==> src/rtl/la_capture_controller_if.sv <==
// Pass-through register bus seen by the logic-analyzer capture controller:
// upstream request/response (_i) and the registered downstream copy (_o).
interface la_capture_controller_if;
  logic [15:0] addr_i;
  logic [15:0] wdata_i;
  logic [15:0] rdata_i;
  logic        rw_i;
  logic        valid_i;

  logic [15:0] addr_o;
  logic [15:0] wdata_o;
  logic [15:0] rdata_o;
  logic        rw_o;
  logic        valid_o;

  modport master (
    output addr_i, wdata_i, rdata_i, rw_i, valid_i,
    input  addr_o, wdata_o, rdata_o, rw_o, valid_o
  );

  modport slave (
    input  addr_i, wdata_i, rdata_i, rw_i, valid_i,
    output addr_o, wdata_o, rdata_o, rw_o, valid_o
  );
endinterface

==> src/rtl/la_capture_controller.sv <==
// Logic-analyzer capture controller: bus-mapped control registers plus the
// sample-memory write sequencer (pre-trigger fill, free-run, post-trigger).
module la_capture_controller #(
  parameter int BASE_ADDR    = 0,
  parameter int SAMPLE_DEPTH = 1024
) (
  input  logic                            clk,
  input  logic                            rst,
  input  logic                            trig,
  la_capture_controller_if.slave          bus,
  output logic                            write_enable_o,
  output logic [$clog2(SAMPLE_DEPTH)-1:0] write_pointer_o
);

  localparam int          AW    = $clog2(SAMPLE_DEPTH);
  localparam int          PW    = AW + 1;
  localparam logic [15:0] BASE  = 16'(BASE_ADDR);
  localparam logic [31:0] DEPTH = 32'(SAMPLE_DEPTH);

  typedef enum logic [2:0] {
    IDLE             = 3'd0,
    MOVE_TO_POSITION = 3'd1,
    IN_POSITION      = 3'd2,
    CAPTURING        = 3'd3,
    CAPTURED         = 3'd4
  } state_t;

  state_t          state;
  logic [AW-1:0]   trigger_loc;
  logic [AW-1:0]   current_loc;
  logic [PW-1:0]   post_cnt;

  logic [15:0]     offset;
  logic            in_range;
  logic            rd_hit;
  logic            wr_state;
  logic            wr_tloc;
  logic            start_cmd;
  logic            stop_cmd;
  logic            cfg_state;
  logic [AW-1:0]   tloc_sat;
  logic [PW-1:0]   post_target;
  logic [15:0]     reg_val;

  always_comb begin
    offset      = bus.addr_i - BASE;
    in_range    = offset < 16'd4;
    rd_hit      = bus.valid_i && !bus.rw_i && in_range;
    wr_state    = bus.valid_i && bus.rw_i && in_range && (offset[1:0] == 2'd0);
    wr_tloc     = bus.valid_i && bus.rw_i && in_range && (offset[1:0] == 2'd1);
    cfg_state   = (state == IDLE) || (state == CAPTURED);
    stop_cmd    = wr_state && (bus.wdata_i == 16'd0);
    start_cmd   = wr_state && (bus.wdata_i == 16'd1) && cfg_state;
    tloc_sat    = (32'(bus.wdata_i) >= DEPTH) ? AW'(DEPTH - 32'd1) : AW'(bus.wdata_i);
    post_target = PW'(DEPTH) - PW'(trigger_loc);

    reg_val = '0;
    case (offset[1:0])
      2'd0: reg_val = 16'(state);
      2'd1: reg_val = 16'(trigger_loc);
      2'd2: reg_val = 16'(current_loc);
      2'd3: reg_val = 16'(write_pointer_o);
      default: reg_val = '0;
    endcase
  end

  // Downstream bus: one-cycle copy, register reads substituted on rdata.
  always_ff @(posedge clk) begin
    if (rst) begin
      bus.addr_o  <= '0;
      bus.wdata_o <= '0;
      bus.rdata_o <= '0;
      bus.rw_o    <= 1'b0;
      bus.valid_o <= 1'b0;
    end else begin
      bus.addr_o  <= bus.addr_i;
      bus.wdata_o <= bus.wdata_i;
      bus.rdata_o <= rd_hit ? reg_val : bus.rdata_i;
      bus.rw_o    <= bus.rw_i;
      bus.valid_o <= bus.valid_i;
    end
  end

  // STOP outranks everything, including a trigger in the same cycle; the
  // pointer is left where it was so software can see how far capture got.
  always_ff @(posedge clk) begin
    if (rst) begin
      state           <= IDLE;
      trigger_loc     <= '0;
      current_loc     <= '0;
      post_cnt        <= '0;
      write_enable_o  <= 1'b0;
      write_pointer_o <= '0;
    end else if (stop_cmd) begin
      state          <= IDLE;
      write_enable_o <= 1'b0;
    end else if (start_cmd) begin
      write_pointer_o <= '0;
      current_loc     <= '0;
      post_cnt        <= '0;
      write_enable_o  <= 1'b1;
      state           <= (trigger_loc == '0) ? IN_POSITION : MOVE_TO_POSITION;
    end else begin
      if (wr_tloc && cfg_state)
        trigger_loc <= tloc_sat;

      case (state)
        MOVE_TO_POSITION: begin
          write_pointer_o <= write_pointer_o + AW'(1);
          current_loc     <= current_loc + AW'(1);
          if (current_loc + AW'(1) == trigger_loc)
            state <= IN_POSITION;
        end
        IN_POSITION: begin
          write_pointer_o <= write_pointer_o + AW'(1);
          if (trig) begin
            post_cnt <= PW'(1);
            // A maximal pre-trigger leaves room only for the trigger sample.
            if (post_target == PW'(1)) begin
              state          <= CAPTURED;
              write_enable_o <= 1'b0;
            end else begin
              state <= CAPTURING;
            end
          end
        end
        CAPTURING: begin
          write_pointer_o <= write_pointer_o + AW'(1);
          post_cnt        <= post_cnt + PW'(1);
          if (post_cnt + PW'(1) == post_target) begin
            state          <= CAPTURED;
            write_enable_o <= 1'b0;
          end
        end
        default: ;
      endcase
    end
  end

endmodule

==> src/flat_wrapper.sv <==
// flat-port wrapper written by rule: the top's interface ports become plain ports
module la_capture_controller_flat 
#(
  parameter int BASE_ADDR    = 0,
  parameter int SAMPLE_DEPTH = 1024
)
  (clk, rst, trig, write_enable_o, write_pointer_o, bus_addr_i, bus_wdata_i, bus_rdata_i, bus_rw_i, bus_valid_i, bus_addr_o, bus_wdata_o, bus_rdata_o, bus_rw_o, bus_valid_o);
  la_capture_controller_if bus_i ();
  input  logic clk;
  input  logic rst;
  input  logic trig;
  output logic write_enable_o;
  output logic [$clog2(SAMPLE_DEPTH)-1:0] write_pointer_o;
  input wire logic [$bits(bus_i.addr_i)-1:0] bus_addr_i;
  input wire logic [$bits(bus_i.wdata_i)-1:0] bus_wdata_i;
  input wire logic [$bits(bus_i.rdata_i)-1:0] bus_rdata_i;
  input wire logic [$bits(bus_i.rw_i)-1:0] bus_rw_i;
  input wire logic [$bits(bus_i.valid_i)-1:0] bus_valid_i;
  output wire logic [$bits(bus_i.addr_o)-1:0] bus_addr_o;
  output wire logic [$bits(bus_i.wdata_o)-1:0] bus_wdata_o;
  output wire logic [$bits(bus_i.rdata_o)-1:0] bus_rdata_o;
  output wire logic [$bits(bus_i.rw_o)-1:0] bus_rw_o;
  output wire logic [$bits(bus_i.valid_o)-1:0] bus_valid_o;
  assign bus_i.addr_i = bus_addr_i;
  assign bus_i.wdata_i = bus_wdata_i;
  assign bus_i.rdata_i = bus_rdata_i;
  assign bus_i.rw_i = bus_rw_i;
  assign bus_i.valid_i = bus_valid_i;
  assign bus_addr_o = bus_i.addr_o;
  assign bus_wdata_o = bus_i.wdata_o;
  assign bus_rdata_o = bus_i.rdata_o;
  assign bus_rw_o = bus_i.rw_o;
  assign bus_valid_o = bus_i.valid_o;
  la_capture_controller #(.BASE_ADDR(BASE_ADDR), .SAMPLE_DEPTH(SAMPLE_DEPTH)) u_core (.clk(clk), .rst(rst), .trig(trig), .bus(bus_i), .write_enable_o(write_enable_o), .write_pointer_o(write_pointer_o));
endmodule
==> config.mk <==
export PLATFORM = sky130hd
export DESIGN_NAME = la_capture_controller_flat
export DESIGN_NICKNAME = d
export VERILOG_FILES = /design/src/rtl/la_capture_controller_if.sv /design/src/rtl/la_capture_controller.sv /design/src/flat_wrapper.sv
export SDC_FILE = /design/constraint.sdc
export NUM_CORES = 1
export LEC_CHECK = 0
export CAP_MARGIN = 20
export CORE_AREA = 2 2 96 98
export CTS_BUF_LIST = sky130_fd_sc_hd__clkbuf_8 sky130_fd_sc_hd__clkbuf_16
export CTS_CLUSTER_DIAMETER = 150
export DETAILED_ROUTE_END_ITERATION = 10
export DIE_AREA = 0 0 98 100
export GPL_ROUTABILITY_DRIVEN = 0
export HOLD_SLACK_MARGIN = 0.02
export PLACE_DENSITY = 0.85
export SLEW_MARGIN = 15
export SYNTH_ARGS = -nofsm -noshare
export SYNTH_HDL_FRONTEND = slang
export SYNTH_SLANG_ARGS = --single-unit
export TNS_END_PERCENT = 1
==> constraint.sdc <==
create_clock -name clk -period 6.15 [get_ports clk]
set_clock_uncertainty 0.05 [all_clocks]
set_input_delay 1.23 -clock clk [delete_from_list [all_inputs] [get_ports clk]]
set_output_delay 1.23 -clock clk [all_outputs]
set_load 0.1 [all_outputs]
Word level (Yosys, flattened, before mapping)
Cells that the tools add are included.

Bits in registers: 95. Bits in latches: 0. Bits in writable memories: 0. Memory bits (read-only): 0. Input port bits: 53. Output and inout bits: 61. Logic and storage cells: 84. Memories kept: 0.

Add/subtract/negate cells: 4. Multiply operators: 0. Divide/modulo/power cells: 0. Order comparisons: 2. Equal/unequal tests: 15. Shift-type cells: 0. Muxes and demuxes: 22. Bitwise gates (word level): 2. Reduce and logical (&&, ||, !) cells: 28.

Operators by type and width (number): $pmux 16 s4 (1); $mux 10 (5); $mux 11 (2); $pmux 11 s2 (1); $add 10x1->10 const B (2); $eq 16x1->1 const B (1); $ge 16x11->1 const B (1); $logic_not 16->1 (1); $lt 16x3->1 const B (1); $mux 16 (1); $mux 3 (5); $add 11x1->11 const B (1); $eq 11x1->1 const B (1); $eq 11x11->1 (1); $sub 11x10->11 const A (1); $eq 10x10->1 (1); $logic_and 1x1->1 (10); $logic_not 10->1 (1); $ne 3x1->1 const B (3); $pmux 3 s3 (1); $reduce_and 4->1 (2); $eq 3x2->1 const B (2); $reduce_and 3->1 (2); $eq 2x2->1 const B (2); other kinds (18) (24).

Depth between registers and ports, before layout
Word-level depth: 7. Gate-level depth with buffers: 11.

Worst setup path before layout
OpenSTA, ideal clock, no wires.

Kind: input -> register. Start: input bus_addr_i[15]. End: register u_core.post_cnt[0]. Library setup time: 128 ps. Arrival time: 3266 ps. Path slack: 2706 ps. Cell stages on the path: 10. Path buffers: 3. Cells stage by stage: nor4b_1 nand4_1 or4_1 clkbuf_1 or2_0 clkbuf_1 o21ai_1 buf_2 mux2i_1 nor2_1.

Word-level cells in the longest chain between the ends: 7.

Ends and longest elaborated chain: start: declaration (RTL line flat_wrapper.sv:14) `input wire logic [$bits(bus_i.addr_i)-1:0] bus_addr_i;`; $lt 16x3->1 * (RTL line la_capture_controller.sv:47) `in_range = offset < 16'd4;`; $logic_and 1x1->1 * (2 in series) (RTL line la_capture_controller.sv:49) `wr_state = bus.valid_i && bus.rw_i && in_range && (offset[1:0] == 2'd0);`; $logic_and 1x1->1 (2 in series) (RTL line la_capture_controller.sv:53) `start_cmd = wr_state && (bus.wdata_i == 16'd1) && cfg_state;`; $ne 3x2->1 (no line) or $reduce_bool 3->1 (tied branches); $reduce_and 3->1 (no line); end signal: assignment (RTL line la_capture_controller.sv:129) `post_cnt <= post_cnt + PW'(1);`; end: declaration (RTL line la_capture_controller.sv:31) `logic [PW-1:0] post_cnt;`.

Mark *: on every way between the ends. The rest lies on a longest branch, timed or not. A chain may end at the register's enable or synchronous reset.

Worst setup path after layout
Start: input bus_addr_i[15]. End: register u_core.post_cnt[10].

Same word-level chain as after synthesis.

==> results.cfg <==
[status]
status = finished clean

[floorplan]
rows = 35
die-area_um2 = 9800
die_h_um = 100
ios = 114
coreArea_um2 = 8890
start_util_pct = 52.5
die_w_um = 98

[worst_setup_path]
critical_path_required_ns = 6.40
reg2reg_from = u_core.trigger_loc[0]
crit_path_max_fanout = 12
regToRegSetupSlack_ns = 2.72
cp-end-kind = register
worst-r2r-cell-count = 9
start_kind = input pin
crit_start = bus_addr_i[15]
arrival_ns = 4.47
reg2reg_to = u_core.state[0]
endpoint = u_core.post_cnt[10]
path_class = in2reg

[timing]
setup_viol = 0
rsz0062_at_grt = false
relSlewSlack_pct = 32.6
drv_slew = 0
fin_setup_tns_ns = 0
worst_pin_slew_ns = 1.01
fin_crit_ns = 4.22
hold_viol_final = 0
setup_slack_ns = 1.93
max_clock_freq_ghz = 0.237
fin_crit_sh_pct = 68.6

[clock_network]
cts_num_sinks = 95
cts_setup_buffers = 0
clk-insertion-delay-late_ns = 0.37
ctsRootBufferMaster = clkbuf_8
clock_path_buffers = 2
cts_hold_buf = 0
cts_htree_levels = 3
clkTransAtPathRegs_ns = 0.10
cts_tree = built
cts_resized = 0
numCtsBuffers = 9

[synthesis]
ys_types = 61
ys_ff_latch = 95
synth_warnings = 0
synth_area_um2 = 4660
syn_inst = 535
synthArstFlopShare_pct = 0
synthesis.nets = 593
syn_avg_cell_area_um2 = 8.72
synth_ff_type = dfxtp_1
ys_seq_area_share_pct = 40.8
synth_edf_count = 0

[placed_design]
dp_slack_ns = 1.54
dp_hpwl_um = 9270
dpl_cell_area_um2 = 5770
numPortBuffers = 113

[grt]
grt_max_degree = 65
grt_antenna_before_repair = 0
overflow = 0
grt_pass1_vias = 4113
grt.total_usage_pct = 25.6
grt_pass1_wl_um = 20500

[route]
drc = 0
drt_first_pass_iters = 6
routed-via-count = 4389
wl_per_cell_um = 17.2
ant_nets = 0
viasPerCell = 5.95
wl_um = 12700
drtIter0Drc = 341

[power]
powerDensity_nw_per_um2 = 212
peakVddDrop_mv = 0.117
leakagePower_uw = 0.00212

[finish]
diodes = 0
final_cell_mix = clkdlybuf4s50_1 (112), dfxtp_1 (95), nor2_1 (45)
final_nets = 680
fin_area_um2 = 5960
drive_above_1_share_pct = 5.42
area_delta_synth_final_pct = 27.8
layout_commonest_cell = clkdlybuf4s50_1
n_fill_cell = 709

[job]
drv_cap = 0

[hold_path]
holdCritPathClass = reg2reg
[Yosys cell counts (7+ instances only)]
master     n  area [um^2]
dfxtp_1   95         1900
nor2_1    45          169
nor2b_1   39          244
nor3_1    30          150
xnor2_1   28          245
nand2_1   27          101
clkbuf_1  25         93.8
o21ai_0   25          125
a21oi_1   23          115
nor4_1    14         87.6
nand3_1   13         65.1
inv_1     12         45.0
a22o_1    10         87.6
mux2i_1   10          100
nand4_1   10         62.6
or3_1     10         62.6
and2_1     8         50.1
or4_1      8         60.1
and3_1     7         43.8
buf_2      7         35.0
xor2_1     7         61.3
[layout make-up]
class	count	area [um^2]	area share, %
clock buffer	9	124	2.08
clock inverter	7	65.1	1.09
inverter	12	45.0	0.755
multi-input combinational	389	2550	42.8
sequential	95	1900	31.9
tap	111	139	2.33
timing repair buffer	115	1140	19.1
[worst min path at each step]
stage / startpoint / to / slack, ns / cells past startpoint
floorplan: u_core.post_cnt[9] / u_core.post_cnt[9] / 0.38 / 2
global placement: u_core.post_cnt[9] / u_core.post_cnt[9] / 0.39 / 2
detailed placement: u_core.post_cnt[9] / u_core.post_cnt[9] / 0.40 / 2
CTS: u_core.post_cnt[9] / u_core.post_cnt[9] / 0.42 / 2
global route: u_core.post_cnt[10] / u_core.post_cnt[10] / 0.44 / 2
finish: u_core.post_cnt[9] / u_core.post_cnt[9] / 0.42 / 2
[per-stage QoR]
| stage | total power [uW] | util, % | cells | hold WS [ns] |
|---|---|---|---|---|
| floorplan | 807 | - | 535 | 0.382 |
| global placement | 883 | 64.9 | 721 | 0.392 |
| detailed placement | 885 | 64.9 | 721 | 0.404 |
| CTS | 1280 | 67.0 | 737 | 0.419 |
| global route | 1310 | 67.1 | 738 | 0.442 |
| finish | 1270 | 67.1 | 738 | 0.416 |
[metal layers]
metal	vias to the layer above	routed length, um	GRT usage (%)
met1	2045	5500	33.6
li1	2083	-	-
met3	41	914	4.18
met2	220	5930	42.3
met4	0	359	10.7
met5	-	0	0
[kinds of logic after synthesis]
logic type,count (synthesis),synth area share [%]
and+or+nand+nor,230,26.6
AOI/OAI and AO/OA,101,14.8
DFF,95,40.8
buffers and inverters,51,4.56
xor gates and xnor gates,37,7.54
muxes,16,4.32
adders and majority gates,5,1.34
[where the power goes]
| part | leakage [uW] | switching (uW) | total, uW | internal (uW) |
|---|---|---|---|---|
| Sequential | 0.000779 | 4.47 | 637 | 632 |
| Clock | 0.0000909 | 240 | 396 | 155 |
| Combinational | 0.00125 | 165 | 234 | 69.3 |
| Total | 0.00212 | 410 | 1270 | 857 |
[critical path, cell delays in order]
cell	delay (ns)
clkdlybuf4s50_1	0.42
nor4b_1	0.39
nand4_1	0.28
or4_1	0.74
nor2_1	0.42
o21ai_1	0.38
or3_1	0.46
a21oi_1	0.14
[registers in the layout, indices dropped and copies added (netlist names)]
signal	flops
u_core.bus.rdata_o	16
u_core.write_pointer_o	10
u_core.bus.valid_o	1
u_core.state	3
u_core.trigger_loc	10
u_core.post_cnt	11
u_core.bus.rw_o	1
u_core.write_enable_o	1
u_core.bus.wdata_o	16
u_core.bus.addr_o	16
u_core.current_loc	10
(Power assumes the default switching activity.)
